$ cat src/rtl/lsu_mem_ctrl_if.sv
// Request/response and memory-bus bundle for lsu_mem_ctrl.
// master: the LSU side (req_ready, resp_*, mem_req/addr/we/wdata/be out).
// slave: execute/writeback plus memory (req_*, mem_ack/err/rdata out).
interface lsu_mem_ctrl_if #(
    parameter int WIDTH = 32
);
    logic               req_valid;
    logic               req_ready;
    logic               req_write;
    logic [2:0]         req_funct3;
    logic [WIDTH-1:0]   alu_result;
    logic [WIDTH-1:0]   write_data;

    logic               resp_valid;
    logic [WIDTH-1:0]   resp_rdata;
    logic               resp_err;

    logic               mem_req;
    logic [WIDTH-1:0]   mem_addr;
    logic               mem_we;
    logic [WIDTH-1:0]   mem_wdata;
    logic [WIDTH/8-1:0] mem_be;
    logic               mem_ack;
    logic               mem_err;
    logic [WIDTH-1:0]   mem_rdata;

    modport master (
        input  req_valid, req_write, req_funct3,
               alu_result, write_data,
               mem_ack, mem_err, mem_rdata,
        output req_ready, resp_valid, resp_rdata,
               resp_err, mem_req, mem_addr,
               mem_we, mem_wdata, mem_be
    );

    modport slave (
        output req_valid, req_write, req_funct3,
               alu_result, write_data,
               mem_ack, mem_err, mem_rdata,
        input  req_ready, resp_valid, resp_rdata,
               resp_err, mem_req, mem_addr,
               mem_we, mem_wdata, mem_be
    );
endinterface

$ cat src/rtl/lsu_mem_ctrl.sv
// Sequential load/store unit: one request at a time, byte-enabled bus,
// lane steering, load extension, wait-state timeout, 1-cycle response.
// Ports: clk, rst (async, active high), bus (lsu_mem_ctrl_if.master).
// Params: WIDTH (32/64), MAX_WAIT (bus wait limit, 0 = no timeout).
// Option: define LSU_MISALIGN_TRAP_EN to trap misaligned accesses
// instead of silently aligning them down.
module lsu_mem_ctrl #(
    parameter int WIDTH    = 32,
    parameter int MAX_WAIT = 16
) (
    input  logic           clk,
    input  logic           rst,
    lsu_mem_ctrl_if.master bus
);
    localparam int NB = WIDTH / 8;
    localparam int OW = $clog2(NB);
    localparam int CW = (MAX_WAIT > 1) ? $clog2(MAX_WAIT) : 1;

    localparam logic [WIDTH-1:0] M_B = WIDTH'(8'hFF);
    localparam logic [WIDTH-1:0] M_H = WIDTH'(16'hFFFF);
    localparam logic [WIDTH-1:0] M_W = WIDTH'(32'hFFFF_FFFF);

    typedef enum logic [1:0] {
        IDLE,
        BUS,
        RESP
    } state_t;

    state_t state;
    state_t state_nx;

    // decode of the live request, consumed only on accept
    logic [1:0]       sz;
    logic             uns;
    logic [OW-1:0]    off;
    logic [OW-1:0]    amask;
    logic [OW-1:0]    aoff;
    logic             illegal;
    logic             trap;
    logic [NB-1:0]    be_base;
    logic [NB-1:0]    be_nx;
    logic [WIDTH-1:0] wdata_nx;
    logic [WIDTH-1:0] addr_nx;

    // latched request
    logic [WIDTH-1:0] addr_q;
    logic [WIDTH-1:0] wdata_q;
    logic [NB-1:0]    be_q;
    logic             we_q;
    logic [1:0]       sz_q;
    logic             uns_q;
    logic [OW-1:0]    off_q;
    logic [CW-1:0]    wcnt;
    logic             err_q;
    logic [WIDTH-1:0] rdata_q;

    // load path
    logic [WIDTH-1:0] shifted;
    logic [WIDTH-1:0] lmask;
    logic             lsign;
    logic [WIDTH-1:0] ldata;

    logic accept;
    logic term;
    logic tmo;
    logic wait_hit;

    assign sz  = bus.req_funct3[1:0];
    assign uns = bus.req_funct3[2];
    assign off = bus.alu_result[OW-1:0];

    // natural-alignment mask of the access size (B:0, H:1, W:3, D:7)
    assign amask   = OW'((8'd1 << sz) - 8'd1);
    assign aoff    = off & ~amask;
    assign be_base = NB'((16'd1 << (16'd1 << sz)) - 16'd1);
    assign be_nx   = be_base << aoff;
    assign addr_nx = bus.alu_result & ~WIDTH'(NB - 1);

`ifdef LSU_MISALIGN_TRAP_EN
    assign trap = |(off & amask);
`else
    assign trap = 1'b0;
`endif

    always_comb begin
        illegal = 1'b0;
        if (bus.req_funct3 == 3'b111)
            illegal = 1'b1;
        // stores only exist for funct3 000..011
        if (bus.req_write && bus.req_funct3[2])
            illegal = 1'b1;
        // D and WU need a 64-bit datapath
        if (WIDTH == 32 && (sz == 2'd3 || bus.req_funct3 == 3'b110))
            illegal = 1'b1;
    end

    always_comb begin
        unique case (sz)
            2'd0:    wdata_nx = {NB{bus.write_data[7:0]}};
            2'd1:    wdata_nx = {(NB/2){bus.write_data[15:0]}};
            2'd2:    wdata_nx = {(WIDTH/32){bus.write_data[31:0]}};
            default: wdata_nx = bus.write_data;
        endcase
    end

    assign shifted = bus.mem_rdata >> {off_q, 3'b000};

    always_comb begin
        unique case (sz_q)
            2'd0: begin
                lmask = M_B;
                lsign = shifted[7];
            end
            2'd1: begin
                lmask = M_H;
                lsign = shifted[15];
            end
            2'd2: begin
                lmask = M_W;
                lsign = shifted[31];
            end
            default: begin
                lmask = '1;
                lsign = 1'b0;
            end
        endcase
    end

    assign ldata = (lsign && !uns_q) ? (shifted | ~lmask)
                                     : (shifted & lmask);

    assign wait_hit = (MAX_WAIT != 0) && (int'(wcnt) == MAX_WAIT - 1);

    always_ff @(posedge clk or posedge rst) begin
        if (rst)
            state <= IDLE;
        else
            state <= state_nx;
    end

    always_comb begin
        state_nx       = state;
        accept         = 1'b0;
        term           = 1'b0;
        tmo            = 1'b0;
        bus.req_ready  = 1'b0;
        bus.mem_req    = 1'b0;
        bus.resp_valid = 1'b0;
        unique case (state)
            IDLE: begin
                bus.req_ready = 1'b1;
                if (bus.req_valid) begin
                    accept   = 1'b1;
                    state_nx = (illegal || trap) ? RESP : BUS;
                end
            end
            BUS: begin
                bus.mem_req = 1'b1;
                if (bus.mem_ack || bus.mem_err) begin
                    term     = 1'b1;
                    state_nx = RESP;
                end else if (wait_hit) begin
                    tmo      = 1'b1;
                    state_nx = RESP;
                end
            end
            RESP: begin
                bus.resp_valid = 1'b1;
                state_nx       = IDLE;
            end
            default: state_nx = IDLE;
        endcase
    end

    always_ff @(posedge clk or posedge rst) begin
        if (rst) begin
            addr_q  <= '0;
            wdata_q <= '0;
            be_q    <= '0;
            we_q    <= 1'b0;
            sz_q    <= 2'd0;
            uns_q   <= 1'b0;
            off_q   <= '0;
            wcnt    <= '0;
            err_q   <= 1'b0;
            rdata_q <= '0;
        end else if (accept) begin
            addr_q  <= addr_nx;
            wdata_q <= wdata_nx;
            be_q    <= be_nx;
            we_q    <= bus.req_write;
            sz_q    <= sz;
            uns_q   <= uns;
            off_q   <= aoff;
            wcnt    <= '0;
            err_q   <= illegal | trap;
            rdata_q <= '0;
        end else if (term) begin
            // mem_err dominates a simultaneous mem_ack
            err_q   <= bus.mem_err;
            rdata_q <= (bus.mem_err || we_q) ? '0 : ldata;
        end else if (tmo) begin
            err_q   <= 1'b1;
            rdata_q <= '0;
        end else if (state == BUS) begin
            wcnt <= wcnt + 1'b1;
        end
    end

    assign bus.mem_addr   = addr_q;
    assign bus.mem_wdata  = wdata_q;
    assign bus.mem_be     = bus.mem_req ? be_q : '0;
    assign bus.mem_we     = bus.mem_req & we_q;
    assign bus.resp_err   = err_q;
    assign bus.resp_rdata = rdata_q;
endmodule

$ cat src/flat_wrapper.sv
// flat-port wrapper written by rule: the top's interface ports become plain ports
module lsu_mem_ctrl_flat 
#(
    parameter int WIDTH    = 32,
    parameter int MAX_WAIT = 16
)
  (clk, rst, bus_req_valid, bus_req_write, bus_req_funct3, bus_alu_result, bus_write_data, bus_mem_ack, bus_mem_err, bus_mem_rdata, bus_req_ready, bus_resp_valid, bus_resp_rdata, bus_resp_err, bus_mem_req, bus_mem_addr, bus_mem_we, bus_mem_wdata, bus_mem_be);
  lsu_mem_ctrl_if #(.WIDTH(WIDTH)) bus_i ();
  input  logic clk;
  input  logic rst;
  input wire logic [$bits(bus_i.req_valid)-1:0] bus_req_valid;
  input wire logic [$bits(bus_i.req_write)-1:0] bus_req_write;
  input wire logic [$bits(bus_i.req_funct3)-1:0] bus_req_funct3;
  input wire logic [$bits(bus_i.alu_result)-1:0] bus_alu_result;
  input wire logic [$bits(bus_i.write_data)-1:0] bus_write_data;
  input wire logic [$bits(bus_i.mem_ack)-1:0] bus_mem_ack;
  input wire logic [$bits(bus_i.mem_err)-1:0] bus_mem_err;
  input wire logic [$bits(bus_i.mem_rdata)-1:0] bus_mem_rdata;
  output wire logic [$bits(bus_i.req_ready)-1:0] bus_req_ready;
  output wire logic [$bits(bus_i.resp_valid)-1:0] bus_resp_valid;
  output wire logic [$bits(bus_i.resp_rdata)-1:0] bus_resp_rdata;
  output wire logic [$bits(bus_i.resp_err)-1:0] bus_resp_err;
  output wire logic [$bits(bus_i.mem_req)-1:0] bus_mem_req;
  output wire logic [$bits(bus_i.mem_addr)-1:0] bus_mem_addr;
  output wire logic [$bits(bus_i.mem_we)-1:0] bus_mem_we;
  output wire logic [$bits(bus_i.mem_wdata)-1:0] bus_mem_wdata;
  output wire logic [$bits(bus_i.mem_be)-1:0] bus_mem_be;
  assign bus_i.req_valid = bus_req_valid;
  assign bus_i.req_write = bus_req_write;
  assign bus_i.req_funct3 = bus_req_funct3;
  assign bus_i.alu_result = bus_alu_result;
  assign bus_i.write_data = bus_write_data;
  assign bus_i.mem_ack = bus_mem_ack;
  assign bus_i.mem_err = bus_mem_err;
  assign bus_i.mem_rdata = bus_mem_rdata;
  assign bus_req_ready = bus_i.req_ready;
  assign bus_resp_valid = bus_i.resp_valid;
  assign bus_resp_rdata = bus_i.resp_rdata;
  assign bus_resp_err = bus_i.resp_err;
  assign bus_mem_req = bus_i.mem_req;
  assign bus_mem_addr = bus_i.mem_addr;
  assign bus_mem_we = bus_i.mem_we;
  assign bus_mem_wdata = bus_i.mem_wdata;
  assign bus_mem_be = bus_i.mem_be;
  lsu_mem_ctrl #(.WIDTH(WIDTH), .MAX_WAIT(MAX_WAIT)) u_core (.clk(clk), .rst(rst), .bus(bus_i));
endmodule
$ cat config.mk
export PLATFORM = sky130hd
export DESIGN_NAME = lsu_mem_ctrl_flat
export DESIGN_NICKNAME = d
export VERILOG_FILES = /design/src/rtl/lsu_mem_ctrl_if.sv /design/src/rtl/lsu_mem_ctrl.sv /design/src/flat_wrapper.sv
export SDC_FILE = /design/constraint.sdc
export NUM_CORES = 1
export LEC_CHECK = 0
export BUFFER_PORTS_ARGS = -buffer_cell sky130_fd_sc_hd__buf_4
export CAP_MARGIN = 0
export CORE_MARGIN = 2
export CORE_UTILIZATION = 45
export CTS_BUF_LIST = sky130_fd_sc_hd__clkbuf_16
export DETAILED_ROUTE_END_ITERATION = 12
export GPL_TIMING_DRIVEN = 1
export PLACE_DENSITY = 0.79
export SLEW_MARGIN = 40
export SYNTH_ARGS = -nofsm -noshare
export SYNTH_HDL_FRONTEND = slang
export SYNTH_SLANG_ARGS = --single-unit
$ cat constraint.sdc
create_clock -name clk -period 4 [get_ports clk]
set_input_delay 0.6 -clock clk [delete_from_list [all_inputs] [get_ports clk]]
set_output_delay 0.6 -clock clk [all_outputs]
set_load 0.02 [all_outputs]
Word level (Yosys, flattened, before mapping)
Index checks and enable logic that the tools add are counted.
{"block": "word_totals", "output_inout_bits": 105, "input_bits": 105, "ff_bits": 111, "elab_cells": 85}
{"block": "op_classes", "muxes": 34, "n_shift": 5, "n_bitwise": 6, "add_sub_neg": 3, "reduce_logical": 13, "eq_ne": 13}
{"operator": "$mux 32", "n": 5}
{"operator": "$pmux 32 s2", "n": 2}
{"operator": "$and 32x32->32", "n": 1}
{"operator": "$not 32->32", "n": 1}
{"operator": "$or 32x32->32", "n": 1}
{"operator": "$shr 32x5->32", "n": 1}
{"operator": "$mux 4", "n": 5}
{"operator": "$mux 1", "n": 16}
{"operator": "$shl 1x16->4 const A", "n": 1}
{"operator": "$shl 1x2->16 const A", "n": 1}
{"operator": "$mux 2", "n": 4}
{"operator": "$eq 2x1->1 const B", "n": 3}
{"operator": "$eq 2x2->1 const B", "n": 3}
{"operator": "$eq 3x3->1 const B", "n": 2}
{"operator": "$logic_not 2->1", "n": 3}
{"operator": "$add 4x1->4 const B", "n": 1}
{"operator": "$eq 4x1->1 const B", "n": 1}
{"operator": "$ne 2x1->1 const B", "n": 2}
{"operator": "$pmux 2 s2", "n": 1}
{"operator": "$shl 4x2->4", "n": 1}
{"operator": "$sub 4x1->4 const B", "n": 1}
{"operator": "$logic_or 1x1->1", "n": 3}
{"operator": "$ne 3x1->1 const B", "n": 1}
{"operator": "$pmux 1 s3", "n": 1}
{"operator": "other kinds (12)", "n": 13}

Logic depth before layout (Yosys ltp)
Gate-level depths: netlist of the first run.
{"block": "logic_depth", "ltp_word": 8, "depth_mapped": 11, "ltp_nobuf": 7}

Worst setup path before layout of the first run
No wires, ideal clock.
{"block": "synth_path", "kind": "in2reg", "startpoint": "in bus_req_funct3[0]", "endpoint": "reg u_core.wdata_q[29] (netlist: u_core.bus.mem_wdata[29])", "path_slack_ps": 1563, "path_buffers": 4, "t_required_ps": 3917, "path_stages": 11, "setup_time_ps": 83, "arrival_time_ps": 2354, "cell_sequence": "clkbuf_1 buf_2 nor2b_1 inv_1 ha_1 clkbuf_1 or2_2 clkbuf_1 nor2_1 a21oi_1 o21ai_0"}
{"block": "synth_via", "elab_chain_len": 2, "elab_cells_between_ends": 3}
{"element": "from (decl)", "line_no": "flat_wrapper.sv:13", "text": "input wire logic [$bits(bus_i.req_funct3)-1:0] bus_req_funct3;"}
{"element": "$eq 2x1->1 or $logic_not 2->1 (tied branches)", "line_no": "lsu_mem_ctrl.sv:98", "text": "unique case (sz)"}
{"element": "$pmux 32 s2 *", "line_no": "lsu_mem_ctrl.sv:98"}
{"element": "to (signal assigned)", "line_no": "lsu_mem_ctrl.sv:189", "text": "wdata_q <= wdata_nx;"}
{"element": "to (decl)", "line_no": "lsu_mem_ctrl.sv:47", "text": "logic [WIDTH-1:0] wdata_q;"}
Every way passes the cells marked *; elsewhere a longest branch is shown, timed or not.
A chain may end at the register's enable or synchronous reset.

Worst setup path after layout of the first run
{"block": "layout_path", "startpoint": "reg u_core.state[0]", "endpoint": "reg u_core.rdata_q[26] (netlist: u_core.bus.resp_rdata[26])"}
{"block": "layout_via", "elab_chain_len": 4, "elab_cells_between_ends": 8}
{"element": "from (decl)", "line_no": "lsu_mem_ctrl.sv:29", "text": "state_t state;"}
{"element": "from (signal assigned)", "line_no": "lsu_mem_ctrl.sv:138", "text": "state <= state_nx;"}
{"element": "$eq 2x1->1", "line_no": "lsu_mem_ctrl.sv:149", "text": "unique case (state)"}
{"element": "$mux 1", "line_no": "lsu_mem_ctrl.sv:149"}
{"element": "$mux 32", "line_no": "lsu_mem_ctrl.sv:198", "text": "end else if (term) begin"}
{"element": "$mux 32", "line_no": "lsu_mem_ctrl.sv:187", "text": "end else if (accept) begin"}
{"element": "to (signal assigned)", "line_no": "lsu_mem_ctrl.sv:201", "text": "rdata_q <= (bus.mem_err || we_q) ? '0 : ldata;"}
{"element": "to (decl)", "line_no": "lsu_mem_ctrl.sv:55", "text": "logic [WIDTH-1:0] rdata_q;"}
Several ways; a longest one is shown, not always the timed one.

==> flow_summary.ini, run 1 <==
[clocking]
cts_inserted_buffers = 9
clk_pin_slew_ps = 70
cts_buffer_depth = 2
cts.sinks = 111
clk_root_buffer_cell = clkbuf_16
clock_latency_ps = 340
postCtsSetupBuffers = 0
cts_tree = yes
hold_buffers = 0
htree_levels = 3
cts_resized = 0

[yosys]
synthDistinctLibCells = 47
yosysTopAreaCell = dfrtp_1
synth_warnings = 0
synth_top_area_frac = 0.531
ys_async_sr_fraction = 1.00
synth_area_sq_um = 5230
synth.avg_cell_area_sq_um = 9.53
synth_edf_count = 0
synth_commonest_cells = 166 x nand2_1, 111 x dfrtp_1, 38 x a21oi_1
seq_area_frac_synth = 0.531
synth_area_leaders = dfrtp_1 53%, nand2_1 12%, a21oi_1 3.6%, o21ai_0 3.3%, a221o_1 3.1%
synth_ff_type = dfrtp_1
synthCells = 549
ys_ff_latch = 111
synth_most_common_cell = nand2_1

[sta]
worst_clock_skew_ps = 7.48
slew_headroom = 0.592
max_freq_mhz = 442
rsz0062_at_grt = no
hold_ws_ps = 325
worstMarginPinSlew_ps = 611
period_needed_ps = 2260
setup_viol = 0
hold_violations = 0
post-route-period-util = 0.566
slew_violations = 0
setup_tns_ps = 0

[layout]
layout-drive-gt1-share = 0.341
nets = 844
final_cell_area_sq_um = 7150
area_growth_pct = 36.8
diodes = 0

[floorplanning]
ios = 210
initial_core_util = 0.460
core_area_sq_um = 11400
die_h_um = 112
die-width_um = 112
rows = 39
dieArea_sq_um = 12500

[drt]
wirelength_um = 15000
num_vias = 4777
final_antenna_net_count = 0
via_per_inst = 5.41
first_pass_iters = 4
drt_iter0_drc = 295
route.detailed.drc = 0
avgRoutedWirePerCell_um = 17.0

[power_and_ir_drop]
leakagePower_nw = 3.68
power.density_nw_per_um2 = 506
peakVddDrop_uv = 302
total_power_mw = 3.62

[critical_path]
rr_endpoint = u_core.bus.resp_rdata[26]
critPathKind = flip-flop to flip-flop
startpoint = u_core.state[0]
cp-start-kind = flip-flop
rrSetupSlack_ps = 1740
crit_fanout = 12
arrival_ps = 2540
slowest_stage = dfrtp_1
critPathRequiredTime_ps = 4280
worstReg2RegStart = u_core.state[0]
cp-endpoint = u_core.bus.resp_rdata[26]
critPathCaptureType = flip-flop
cpPeakStageDelay_ps = 600
ff2ff_path_depth = 4
path_cells = nand4bb_4, nor4b_4, nor2b_1, a221o_1

[global_route]
grt_usage = 0.242
grt_max_degree = 64
grt_pass1_wl_um = 24500
antenna_found_initial = 0
grt_overflow_total = 0
grt_pass1_vias = 4964

[placed_design]
place_area_sq_um = 6880
portBuffers = 207
detailedPlacementHpwl_um = 11000
gp_congestion = 0.861

[run_status]
status = completed

[worst_hold_path]
hold_class = input port to asynchronous set/reset pin

[job]
drv_cap = 0
==> critical path: cells and delay by family, from the launching register on <==
family	cells	cell delay, ps
flops	1	600
compound gates	1	250
simple gates	3	1350
==> how the worst min path moves through the flow <==
stage          depth (start not counted)                       end                     from
2_1_floorplan                          1            u_core.be_q[2]           u_core.be_q[2]
3_3_place_gp                           1            u_core.be_q[2]           u_core.be_q[2]
3_5_place_dp                           2   u_core.bus.mem_addr[29]  u_core.bus.mem_addr[29]
4_1_cts                                3    u_core.bus.mem_addr[7]        bus_alu_result[7]
5_1_grt                                2  u_core.bus.resp_rdata[4]                      rst
6_report                               2  u_core.bus.resp_rdata[3]                      rst
==> power by group <==
group	leakage (nW)	internal (mW)	total, mW	switching (mW)
Combinational	2.11	0.541	1.27	0.728
Clock	0.134	0.424	0.839	0.415
Sequential	1.43	1.35	1.51	0.160
==> kinds of logic after synthesis <==
kind of cell | synth area share
and+or+nand+nor | 0.197
AOI/OAI and AO/OA | 0.168
DFF | 0.531
buffers and inverters | 0.0416
muxes | 0.0522
adders and majority gates | 0.00957
other | 0.000717
==> per-stage QoR <==
stage	setup slack, ps	utilization	cells
6_report	1740	0.629	883
3_5_place_dp	1570	0.605	867
4_1_cts	1720	0.629	883
5_1_grt	1600	0.629	883
2_1_floorplan	469	-	550
3_3_place_gp	1390	0.601	865
==> flip-flops by register name, summed over array words and instances, names as in the netlist <==
name	count
u_core.state	2
u_core.bus.mem_wdata	32
u_core.bus.resp_err	1
u_core.wcnt	4
u_core.sz_q	2
u_core.off_q	2
u_core.bus.resp_rdata	32
u_core.be_q	4
u_core.bus.mem_addr	30
u_core.we_q	1
u_core.uns_q	1
==> routing by layer <==
layer	track usage	up-vias	wire, um
met2	0.403	190	7440
met3	0.0789	19	1230
li1	-	2259	-
met5	0	-	0
met4	0.0716	0	227
met1	0.304	2309	6150
==> placed cells by master, fill, tap and decap left out, drive strengths merged, types with 4 or more instances in the layout <==
master / count
a22o: 12
buf: 214
mux2i: 16
nor3b: 10
nand2b: 4
clkinv: 4
o21ai: 38
a32o: 7
a211o: 8
nand2: 166
clkbuf: 9
mux2: 8
and2: 5
inv: 11
dfrtp: 111
ha: 4
a221o: 16
a21oi: 38
nor2b: 8
nor2: 20
==> cell type report <==
cell class              instances  area, sq um
fillers                       940         4220
clock buffers                   9          225
clock inverters                 7         47.5
inverters                       9         38.8
repair buffers                214         1630
flip-flops and latches        111         2780
well taps                     143          179
multi-input cells             390         2250
No activity file was read; power rests on OpenSTA's default activity.
==> run 2, diff against run 1 <==
- clock period: 4 -> 2.2 ns (I/O delays scaled with it)
==> flow_summary.ini, run 2 (synthesis gave the netlist of run 1 again) <==
[clocking]
cts_buffer_depth = 2
htree_levels = 3
hold_buffers = 0
postCtsSetupBuffers = 0
clk_pin_slew_ps = 70
cts_inserted_buffers = 9
clock_latency_ps = 350
cts.sinks = 111
clk_root_buffer_cell = clkbuf_16
cts_resized = 0
cts_tree = yes

[sta]
slew_violations = 0
setup_viol = 0
post-route-period-util = 0.901
hold_ws_ps = 77.0
period_needed_ps = 1980
slew_headroom = 0.553
max_freq_mhz = 504
setup_tns_ps = 0
worst_clock_skew_ps = 6.45
rsz0062_at_grt = no
worstMarginPinSlew_ps = 671
hold_violations = 0

[floorplanning]
die_h_um = 112
core_area_sq_um = 11400
die-width_um = 112
dieArea_sq_um = 12500
rows = 39
ios = 210
initial_core_util = 0.460

[power_and_ir_drop]
leakagePower_nw = 3.74
peakVddDrop_uv = 611
power.density_nw_per_um2 = 943

[global_route]
grt_overflow_total = 0
grt_max_degree = 57
grt_usage = 0.243
antenna_found_initial = 0
grt_pass1_wl_um = 24500
grt_pass1_vias = 4903

[placed_design]
detailedPlacementHpwl_um = 11100
gp_congestion = 0.855
portBuffers = 207

[critical_path]
arrival_ps = 1650
critPathCaptureType = output port
slowest_stage = dfrtp_1
worstSetupPathDepth = 4
worstReg2RegStart = u_core.state[0]
critPathKind = flip-flop to output port
path_cells = nand2b_1, inv_1, and2_1, buf_4
cp-start-kind = flip-flop
cp.buffers_inverters = 2
crit_fanout = 12
crit_family = flip-flops
startpoint = u_core.state[0]
critPathRequiredTime_ps = 1870
ff2ff_path_depth = 4
cpPeakStageDelay_ps = 590

[worst_hold_path]
hold_class = input port to asynchronous set/reset pin

[drt]
avgRoutedWirePerCell_um = 17.1
route.detailed.drc = 0
wirelength_um = 15200
first_pass_iters = 7
drt_iter0_drc = 352
final_antenna_net_count = 0
num_vias = 4888
via_per_inst = 5.50

[run_status]
status = completed

[layout]
nets = 850
fillCellCount = 921
layout_commonest_cell = buf_4
layout-drive-gt1-share = 0.345
diodes = 0
final_cell_mix = 216 x buf_4, 166 x nand2_1, 111 x dfrtp_1, 38 x a21oi_1, 35 x o21ai_0
area_growth_pct = 39.1

[job]
drv_cap = 0
[run 2: layout make-up]
type / count / area (sq um) / area share
clock buffer: 9 / 225 / 0.0309
clock inverter: 7 / 105 / 0.0144
inverter: 9 / 37.5 / 0.00516
multi-input combinational: 390 / 2250 / 0.309
sequential: 111 / 2780 / 0.382
tap: 143 / 179 / 0.0246
timing repair buffer: 220 / 1700 / 0.234
[run 2: where the power goes]
| part | internal [mW] | switching, mW | leakage (nW) |
|---|---|---|---|
| Combinational | 0.998 | 1.33 | 2.15 |
| Clock | 1.01 | 0.768 | 0.158 |
| Sequential | 2.45 | 0.298 | 1.43 |
| Total | 4.47 | 2.39 | 3.74 |
[run 2: worst paths after layout]
path | endpoint | slack [ps]
max | bus_mem_be[3] | 220
min | u_core.bus.resp_rdata[17] | 80
max reg2reg | u_core.bus.resp_rdata[28] | 260
min reg2reg | u_core.bus.mem_wdata[2] | 480
max in group asynchronous | u_core.bus.mem_addr[25] | 1480
min in group clk | u_core.bus.mem_addr[29] | 170
[run 2: stage by stage]
step | util | power [mW] | setup slack, ps | area [sq um] | cells
6_report | 0.640 | 6.86 | 217 | 7280 | 889
5_1_grt | 0.640 | 7.22 | 48.0 | 7280 | 889
2_1_floorplan | - | 4.04 | 33.0 | 5240 | 550
4_1_cts | 0.640 | 6.91 | 222 | 7270 | 889
3_3_place_gp | 0.611 | 5.04 | 354 | 6940 | 873
3_5_place_dp | 0.611 | 5.11 | 249 | 6940 | 873
[run 2: worst register-to-register path: stages (launching register included)]
cell and delay (ps):
dfrtp_1 590, nand4bb_4 200, nor4b_4 280, nor2b_1 570, a221o_1 250
[run 2: per-layer routing]
| layer | vias up | wire length (um) | part of all wire | global-route usage |
|---|---|---|---|---|
| li1 | 2267 | - | - | - |
| met1 | 2369 | 5790 | 0.38 | 0.291 |
| met2 | 229 | 7750 | 0.51 | 0.427 |
| met3 | 23 | 1390 | 0.092 | 0.0708 |
| met5 | - | 0 | 0 | 0 |
| met4 | 0 | 233 | 0.015 | 0.0658 |
